[src/rtl/cfs_md_rx_responder_if.sv]
// cfs_md_rx_responder_if: MD data-protocol bus between an initiator (master) and a responder (slave).
interface cfs_md_rx_responder_if #(parameter int DATA_WIDTH = 32);
  localparam int NB = DATA_WIDTH / 8;
  localparam int OFFSET_WIDTH = (NB > 1) ? $clog2(NB) : 1;
  localparam int SIZE_WIDTH = $clog2(NB) + 1;
  logic md_valid;
  logic [DATA_WIDTH-1:0] md_data;
  logic [OFFSET_WIDTH-1:0] md_offset;
  logic [SIZE_WIDTH-1:0] md_size;
  logic md_ready;
  logic md_err;
  modport master(output md_valid, md_data, md_offset, md_size, input md_ready, md_err);
  modport slave(input md_valid, md_data, md_offset, md_size, output md_ready, md_err);
endinterface

[src/rtl/cfs_md_rx_responder.sv]
// cfs_md_rx_responder: MD responder that checks transfers and unpacks legal bytes into a show-ahead byte FIFO.
module cfs_md_rx_responder #(
  parameter int DATA_WIDTH = 32,
  parameter int FIFO_DEPTH = 16,
  localparam int LVL_WIDTH = $clog2(FIFO_DEPTH) + 1
) (
  input  logic                 pclk,
  input  logic                 reset,
  cfs_md_rx_responder_if.slave md,
  output logic                 out_valid,
  output logic [7:0]           out_data,
  input  logic                 out_ready,
  output logic [LVL_WIDTH-1:0] fill_level,
  output logic [7:0]           err_cnt
);
  localparam int NB = DATA_WIDTH / 8;
  localparam int SW1 = $clog2(NB) + 2;
  localparam int PW = $clog2(FIFO_DEPTH);
  typedef enum logic {IDLE, RESP} state_t;
  state_t state_q, state_d;
  logic ready_q, ready_d, err_q, err_d;
  logic [7:0] err_cnt_q, err_cnt_d;
  logic [PW-1:0] wptr_q, wptr_d, rptr_q, rptr_d;
  logic [LVL_WIDTH-1:0] fill_q, fill_d, free;
  logic [7:0] mem_q [FIFO_DEPTH];
  logic [7:0] mem_d [FIFO_DEPTH];
  logic [SW1-1:0] span;
  logic [DATA_WIDTH-1:0] shifted;
  logic legal, fits, push, pop;
  always_comb begin
    span = SW1'(md.md_offset) + SW1'(md.md_size);
    legal = (md.md_size != '0) && (span <= SW1'(NB));
    free = LVL_WIDTH'(FIFO_DEPTH) - fill_q;
    fits = free >= LVL_WIDTH'(md.md_size);
    push = (state_q == RESP) && ready_q && md.md_valid && !err_q;
    pop = (fill_q != '0) && out_ready;
    shifted = md.md_data >> {md.md_offset, 3'b000};
    state_d = (state_q == IDLE && md.md_valid && (!legal || fits)) ? RESP : IDLE;
    ready_d = state_d == RESP;
    err_d = (state_d == RESP) && !legal;
    err_cnt_d = (err_d && err_cnt_q != 8'hff) ? err_cnt_q + 8'd1 : err_cnt_q;
    mem_d = mem_q;
    for (int i = 0; i < NB; i++)
      if (push && i < int'(md.md_size)) mem_d[wptr_q + PW'(i)] = shifted[8*i +: 8];
    wptr_d = push ? wptr_q + PW'(md.md_size) : wptr_q;
    rptr_d = rptr_q + PW'(pop);
    fill_d = fill_q + (push ? LVL_WIDTH'(md.md_size) : '0) - LVL_WIDTH'(pop);
  end
  always_ff @(posedge pclk) begin
    mem_q <= mem_d;
    if (reset) begin
      state_q <= IDLE;
      ready_q <= 1'b0;
      err_q <= 1'b0;
      err_cnt_q <= '0;
      wptr_q <= '0;
      rptr_q <= '0;
      fill_q <= '0;
    end else begin
      state_q <= state_d;
      ready_q <= ready_d;
      err_q <= err_d;
      err_cnt_q <= err_cnt_d;
      wptr_q <= wptr_d;
      rptr_q <= rptr_d;
      fill_q <= fill_d;
    end
  end
  assign md.md_ready = ready_q;
  assign md.md_err = err_q;
  assign out_valid = fill_q != '0;
  assign out_data = mem_q[rptr_q];
  assign fill_level = fill_q;
  assign err_cnt = err_cnt_q;
endmodule

[src/flat_wrapper.sv]
// flat-port wrapper written by rule: the top's interface ports become plain ports
module cfs_md_rx_responder_flat 
#(
  parameter int DATA_WIDTH = 32,
  parameter int FIFO_DEPTH = 16,
  localparam int LVL_WIDTH = $clog2(FIFO_DEPTH) + 1
)
  (pclk, reset, out_valid, out_data, out_ready, fill_level, err_cnt, md_md_valid, md_md_data, md_md_offset, md_md_size, md_md_ready, md_md_err);
  cfs_md_rx_responder_if #(.DATA_WIDTH(DATA_WIDTH)) md_i ();
  input  logic pclk;
  input  logic reset;
  output logic out_valid;
  output logic [7:0] out_data;
  input  logic out_ready;
  output logic [LVL_WIDTH-1:0] fill_level;
  output logic [7:0] err_cnt;
  input wire logic [$bits(md_i.md_valid)-1:0] md_md_valid;
  input wire logic [$bits(md_i.md_data)-1:0] md_md_data;
  input wire logic [$bits(md_i.md_offset)-1:0] md_md_offset;
  input wire logic [$bits(md_i.md_size)-1:0] md_md_size;
  output wire logic [$bits(md_i.md_ready)-1:0] md_md_ready;
  output wire logic [$bits(md_i.md_err)-1:0] md_md_err;
  assign md_i.md_valid = md_md_valid;
  assign md_i.md_data = md_md_data;
  assign md_i.md_offset = md_md_offset;
  assign md_i.md_size = md_md_size;
  assign md_md_ready = md_i.md_ready;
  assign md_md_err = md_i.md_err;
  cfs_md_rx_responder #(.DATA_WIDTH(DATA_WIDTH), .FIFO_DEPTH(FIFO_DEPTH)) u_core (.pclk(pclk), .reset(reset), .md(md_i), .out_valid(out_valid), .out_data(out_data), .out_ready(out_ready), .fill_level(fill_level), .err_cnt(err_cnt));
endmodule
[config.mk]
export PLATFORM = sky130hd
export DESIGN_NAME = cfs_md_rx_responder_flat
export DESIGN_NICKNAME = d
export VERILOG_FILES = /design/src/rtl/cfs_md_rx_responder_if.sv /design/src/rtl/cfs_md_rx_responder.sv /design/src/flat_wrapper.sv
export SDC_FILE = /design/constraint.sdc
export NUM_CORES = 1
export LEC_CHECK = 0
export BUFFER_PORTS_ARGS = -buffer_cell sky130_fd_sc_hd__buf_2
export CAP_MARGIN = 20
export CORE_MARGIN = 2
export CORE_UTILIZATION = 57
export DETAILED_ROUTE_END_ITERATION = 10
export GPL_TIMING_DRIVEN = 0
export HOLD_SLACK_MARGIN = 0.1
export PLACE_DENSITY = 0.78
export SETUP_SLACK_MARGIN = 0.15
export SLEW_MARGIN = 20
export SYNTH_ARGS = -nofsm -noshare
export SYNTH_HDL_FRONTEND = slang
export SYNTH_SLANG_ARGS = --single-unit
[constraint.sdc]
create_clock -name pclk -period 3.1 [get_ports pclk]
set_input_delay 0.155 -clock pclk [delete_from_list [all_inputs] [get_ports pclk]]
set_output_delay 0.155 -clock pclk [all_outputs]
set_load 0.02 [all_outputs]
---- Word level (Yosys, flattened, before mapping) ----
Index checks and enable logic that the tools add are counted.
storage, ports and cells
  register bits after elaboration ......... 151
  output and inout bits ................... 24
  logic and storage cells ................. 97
cells by class
  add/sub/neg operators ................... 10
  order comparisons ....................... 15
  eq/ne operators ......................... 1
  shift operators ......................... 1
  multiplexer cells ....................... 21
  bitwise logic cells ..................... 6
  reduce and logical (&&, ||, !) cells .... 21
operators with widths
  operator                                                              count
  128-bit bitwise mux                                                   4
  128-bit 2-to-1 mux                                                    4
  8-bit demux with 4-bit select                                         4
  8-bit 2-to-1 mux                                                      6
  8-bit binary-select mux with 4-bit select                             1
  32-bit by 5-bit right shift with 32-bit output                        1
  5-bit >= comparator, second input constant                            5
  4-bit NOT with 5-bit output                                           5
  5-bit by 1-bit < comparator with 1-bit output, second input constant  4
  1-bit logical AND                                                     16
  4-bit by 2-bit adder with 4-bit output, second input constant         2
  8-bit by 1-bit adder with 8-bit output, second input constant         1
  8-bit inequality test, second input constant                          1
  1-bit by 3-bit < comparator with 1-bit output, first input constant   2
  2-bit by 3-bit < comparator with 1-bit output, first input constant   2
  5-bit adder                                                           1
  5-bit by 3-bit >= comparator with 1-bit output                        1
  5-bit nonzero test                                                    1
  5-bit by 1-bit subtractor with 5-bit output                           1
  5-bit subtractor, first input constant                                1
  2-bit by 3-bit adder with 4-bit output                                1
  4-bit by 1-bit adder with 4-bit output                                1
  4-bit by 1-bit adder with 4-bit output, second input constant         1
  4-bit by 3-bit adder with 4-bit output                                1
  7 further kinds                                                       8

---- Depth between registers and ports, before layout ----
  word-level depth ........................ 13
  mapped depth ............................ 12
  depth with buffers taken out ............ 12

---- Worst setup path after synthesis ----
Ideal clock, no wire load.
  path type ............................... input-to-reg
  start point ............................. input md_md_offset[1]
  end point ............................... register u_core.err_cnt_q[4], in the netlist u_core.err_cnt[4]
  library setup time ...................... 0.121 ns
  arrival time ............................ 2.805 ns
  required time ........................... 2.979 ns
  path slack .............................. 0.174 ns
  cell stages on the path ................. 11
  path buffers ............................ 4
  cell sequence ........................... buf_4 > buf_4 > clkbuf_1 > clkbuf_1 > inv_1 > fa_1 > nor2b_1 > o221ai_1 > nand3_1 > nor4b_1 > mux2_2
between the ends
  cells in the longest elaborated chain, start to end .. 9
RTL lines
  element                                             line                                                  RTL
  from (decl)                                         flat_wrapper.sv:19                                    input wire logic [$bits(md_i.md_offset)-1:0] md_md_offset;
  2-bit by 3-bit adder with 4-bit output (*)          cfs_md_rx_responder.sv:31                             span = SW1'(md.md_offset) + SW1'(md.md_size);
  4-bit by 3-bit <= comparator with 1-bit output (*)  cfs_md_rx_responder.sv:32                             legal = (md.md_size != '0) && (span <= SW1'(NB));
  1-bit logical AND (*)                               cfs_md_rx_responder.sv:32
  1-bit logical NOT (*)                               cfs_md_rx_responder.sv:38, cfs_md_rx_responder.sv:40
  1-bit logical OR                                    cfs_md_rx_responder.sv:38                             state_d = (state_q == IDLE && md.md_valid && (!legal || fits)) ? RESP : IDLE;
  1-bit logical AND                                   cfs_md_rx_responder.sv:38
  1-bit 2-to-1 mux                                    cfs_md_rx_responder.sv:38
  1-bit logical AND (*)                               cfs_md_rx_responder.sv:40                             err_d = (state_d == RESP) && !legal;
  1-bit logical AND (*)                               cfs_md_rx_responder.sv:41                             err_cnt_d = (err_d && err_cnt_q != 8'hff) ? err_cnt_q + 8'd1 : err_cnt_q;
  to (signal assigned)                                cfs_md_rx_responder.sv:63                             err_cnt_q <= err_cnt_d;
  to (decl)                                           cfs_md_rx_responder.sv:22                             logic [7:0] err_cnt_q, err_cnt_d;
Every way passes the cells marked *; elsewhere a longest branch is shown, timed or not.
A chain may end at the register's enable or synchronous reset.

==> reports/metrics.cfg <==
[grt]
track_usage_pct = 38.92
grt_pass1_wl_microns = 65120
grt_start_max_net_pins = 20
grt-ovfl-total = 0
antenna_found_initial = 0
grt_pass1_vias = 11530

[synthesis]
syn_area_sq_um = 11530
synth_flop_cell = dfxtp_1
ys_ff_latch = 151
ys_warn_count = 0
synth-edff-count = 0
synth_cells = 1243
synthArstFlopShare_pct = 0
yosysUniqueCellTypes = 65
avgSynthCellArea_sq_um = 9.273
ys_seq_area_share_pct = 26.23
syn_nets = 1307

[job]
maxCapViolCount = 0

[clock_network]
htree_num_levels = 4
clock_tree.buffer_depth = 2
cts_buffers = 17
clkTransAtPathRegs_ns = 0.06
insertion_delay_ns = 0.45
clock-sinks = 151
clockRootBuffer = clkbuf_16
cts_tree = done

[routing]
routed_wl_microns = 43190
routed_via_density = 7.390
remaining_drc_errors = 0
wire_per_inst_microns = 26.46
drtIter0Drc = 1908
firstDrtPassIters = 10
ant_nets = 0
vias = 12060

[finish]
multi_input_area_sq_um = 8277
final_cells = 1632
drive_gt1_share_pct = 27.17
fillers = 1620
regArea_sq_um = 3024
final_nets = 1414
area_growth_pct = 16.08
final_common_cell = dfxtp_1
diodes = 0
final_cell_mix = 150 x dfxtp_1, 113 x mux2i_1, 92 x nor2_1

[worst_setup_path]
cp-end-kind = flip-flop
crit_type = flip-flop to flip-flop
required_ns = 3.38
crit_start = u_core.wptr_q[0]
crit_path_end = u_core.mem_q[79]
reg2reg_slack_ns = 0.17
critPathMaxFanout = 10
worstReg2RegEnd = u_core.mem_q[79]
r2r_start = u_core.wptr_q[0]
reg2reg_depth = 7
worstSetupStartpointType = flip-flop
crit_arrival_ns = 3.21

[timing]
slew_headroom_pct = 27.05
drv_slew = 0
tns_ns = 0
fmax_mhz = 341.7
hold_viol = 0
finClkSkew_ns = 0.01106
fin_crit_sh_pct = 94.41
setup_violations = 0
rsz0062_at_grt = yes
worst_pin_slew_ns = 1.085
finalCriticalPeriod_ns = 2.927

[placed_design]
dpl.hpwl_microns = 31650
numPortBuffers = 64
gp_congestion = 0.9990
placedCellCount = 1577

[pwr]
p_seq_share_pct = 33.4
power.switching_w = 0.002640
combPwrFrac_pct = 37.4
powerDensity_nw_per_um2 = 555.6
cell_internal_pwr_w = 0.004794
p_leak_nw = 5.194
pwr-share-clk_pct = 29.2
ir_worst_vdd_mv = 0.7148
swShare_pct = 35.51

[floorplan]
die_height_microns = 146.2
die_w_microns = 146.2
num_rows = 52
io_pins = 65
initial_core_util_pct = 57.52
fp.coreArea_sq_um = 20040
die-area_sq_um = 21370

[hold_path]
hold_path_class = input port to flip-flop

[run_status]
outcome = complete, no violations

## sequential cells by signal, indices dropped and copies added, names as in the netlist
signal and count:
u_core.wptr_q 4, u_core.fill_level 5, u_core.err_cnt 8, u_core.mem_q 128, u_core.rptr_q 4, u_core.state_q 1, u_core.md.md_err 1
## cell usage after synthesis (16+ instances only)
cell / number / area (sq um)
inv_1: 22 / 82.58
ha_1: 20 / 250.2
o221ai_1: 41 / 359.1
a21oi_1: 76 / 380.4
nand2_1: 67 / 251.5
o21ai_1: 20 / 100.1
a22oi_1: 28 / 210.2
clkbuf_1: 76 / 285.3
nand3_1: 40 / 200.2
mux2i_1: 113 / 1131
mux4_2: 40 / 900.9
nor2b_1: 16 / 100.1
nor2_1: 94 / 352.8
mux2_2: 50 / 563.0
a211o_1: 64 / 560.5
buf_2: 22 / 110.1
o21ai_0: 33 / 165.2
o22a_1: 17 / 148.9
o2111ai_1: 17 / 148.9
a22oi_2: 38 / 475.5
dfxtp_1: 151 / 3023
## what timing repair did
item	4_1_cts	5_1_grt
hold buffers	8	0
endpoints found under the hold margin	9	0
setup endpoints to repair	144	137
buffers inserted	1	14
pin swaps	2	8
resized for setup	73	29
cloned	0	1
## layout make-up
class	instances	area share (%)
Sequential cell	151	22.60
Inverter	23	0.6453
Clock buffer	19	3.236
Timing Repair Buffer	88	3.890
Multi-Input combinational cell	956	61.86
Tap cell	270	2.525
Clock inverter	12	1.150
Buffer	113	4.087
## logic make-up after synthesis
kind of cell	after synthesis	share of synthesized area, %
buf+inv	137	5.059
fa+ha+maj	23	2.692
simple gates	320	16.20
mux	203	22.51
flops	151	26.23
xor+xnor	17	1.357
compound gates	392	25.96
## worst max-delay path, stage by stage (launching register included)
cell       delay, ns
dfxtp_1         0.46
buf_2           0.28
nand3b_1        0.36
nor4_2          0.75
clkbuf_1        0.51
nand2_1         0.12
o2111ai_1       0.13
o221ai_1        0.15
## worst min-delay path by stage
stage	start	end	cells past startpoint
finish	md_md_data[24]	u_core.mem_q[0]	3
CTS	md_md_data[24]	u_core.mem_q[0]	3
global placement	reset	u_core.rptr_q[1]	2
floorplan	reset	u_core.rptr_q[1]	1
global route	md_md_valid	u_core.state_q	4
detailed placement	reset	u_core.rptr_q[1]	2
## power groups by stage
stage                     combinational (W)  sequential [W]  clock (W)
after floorplan                     0.00193         0.00248          0
after global placement              0.00256         0.00249          0
after detailed placement            0.00262         0.00251          0
after CTS                           0.00268         0.00247    0.00215
after global routing                0.00294         0.00251    0.00222
final                               0.00278         0.00248    0.00217
## through the flow
| stage | setup slack (ns) | total power [W] | hold slack, ns | util (%) | cell area (sq um) |
|---|---|---|---|---|---|
| global route | 0.05207 | 0.007672 | 0.1965 | 66.76 | 13380 |
| floorplan | 0.1743 | 0.004408 | 0.2266 | - | 11530 |
| detailed placement | -0.7071 | 0.005130 | 0.4357 | 60.83 | 12190 |
| finish | 0.1733 | 0.007433 | 0.1761 | 66.76 | 13380 |
| CTS | 0.1134 | 0.007295 | 0.1417 | 65.57 | 13140 |
| global placement | -0.6094 | 0.005051 | 0.4347 | 60.80 | 12180 |
## metal layers
layer,GRT usage [%],wire (microns)
met5,0,0
met4,19.81,2734
met3,10.19,5763
met2,60.59,18900
met1,50.11,15790
Note: power is estimated with default switching activity, not from simulation.
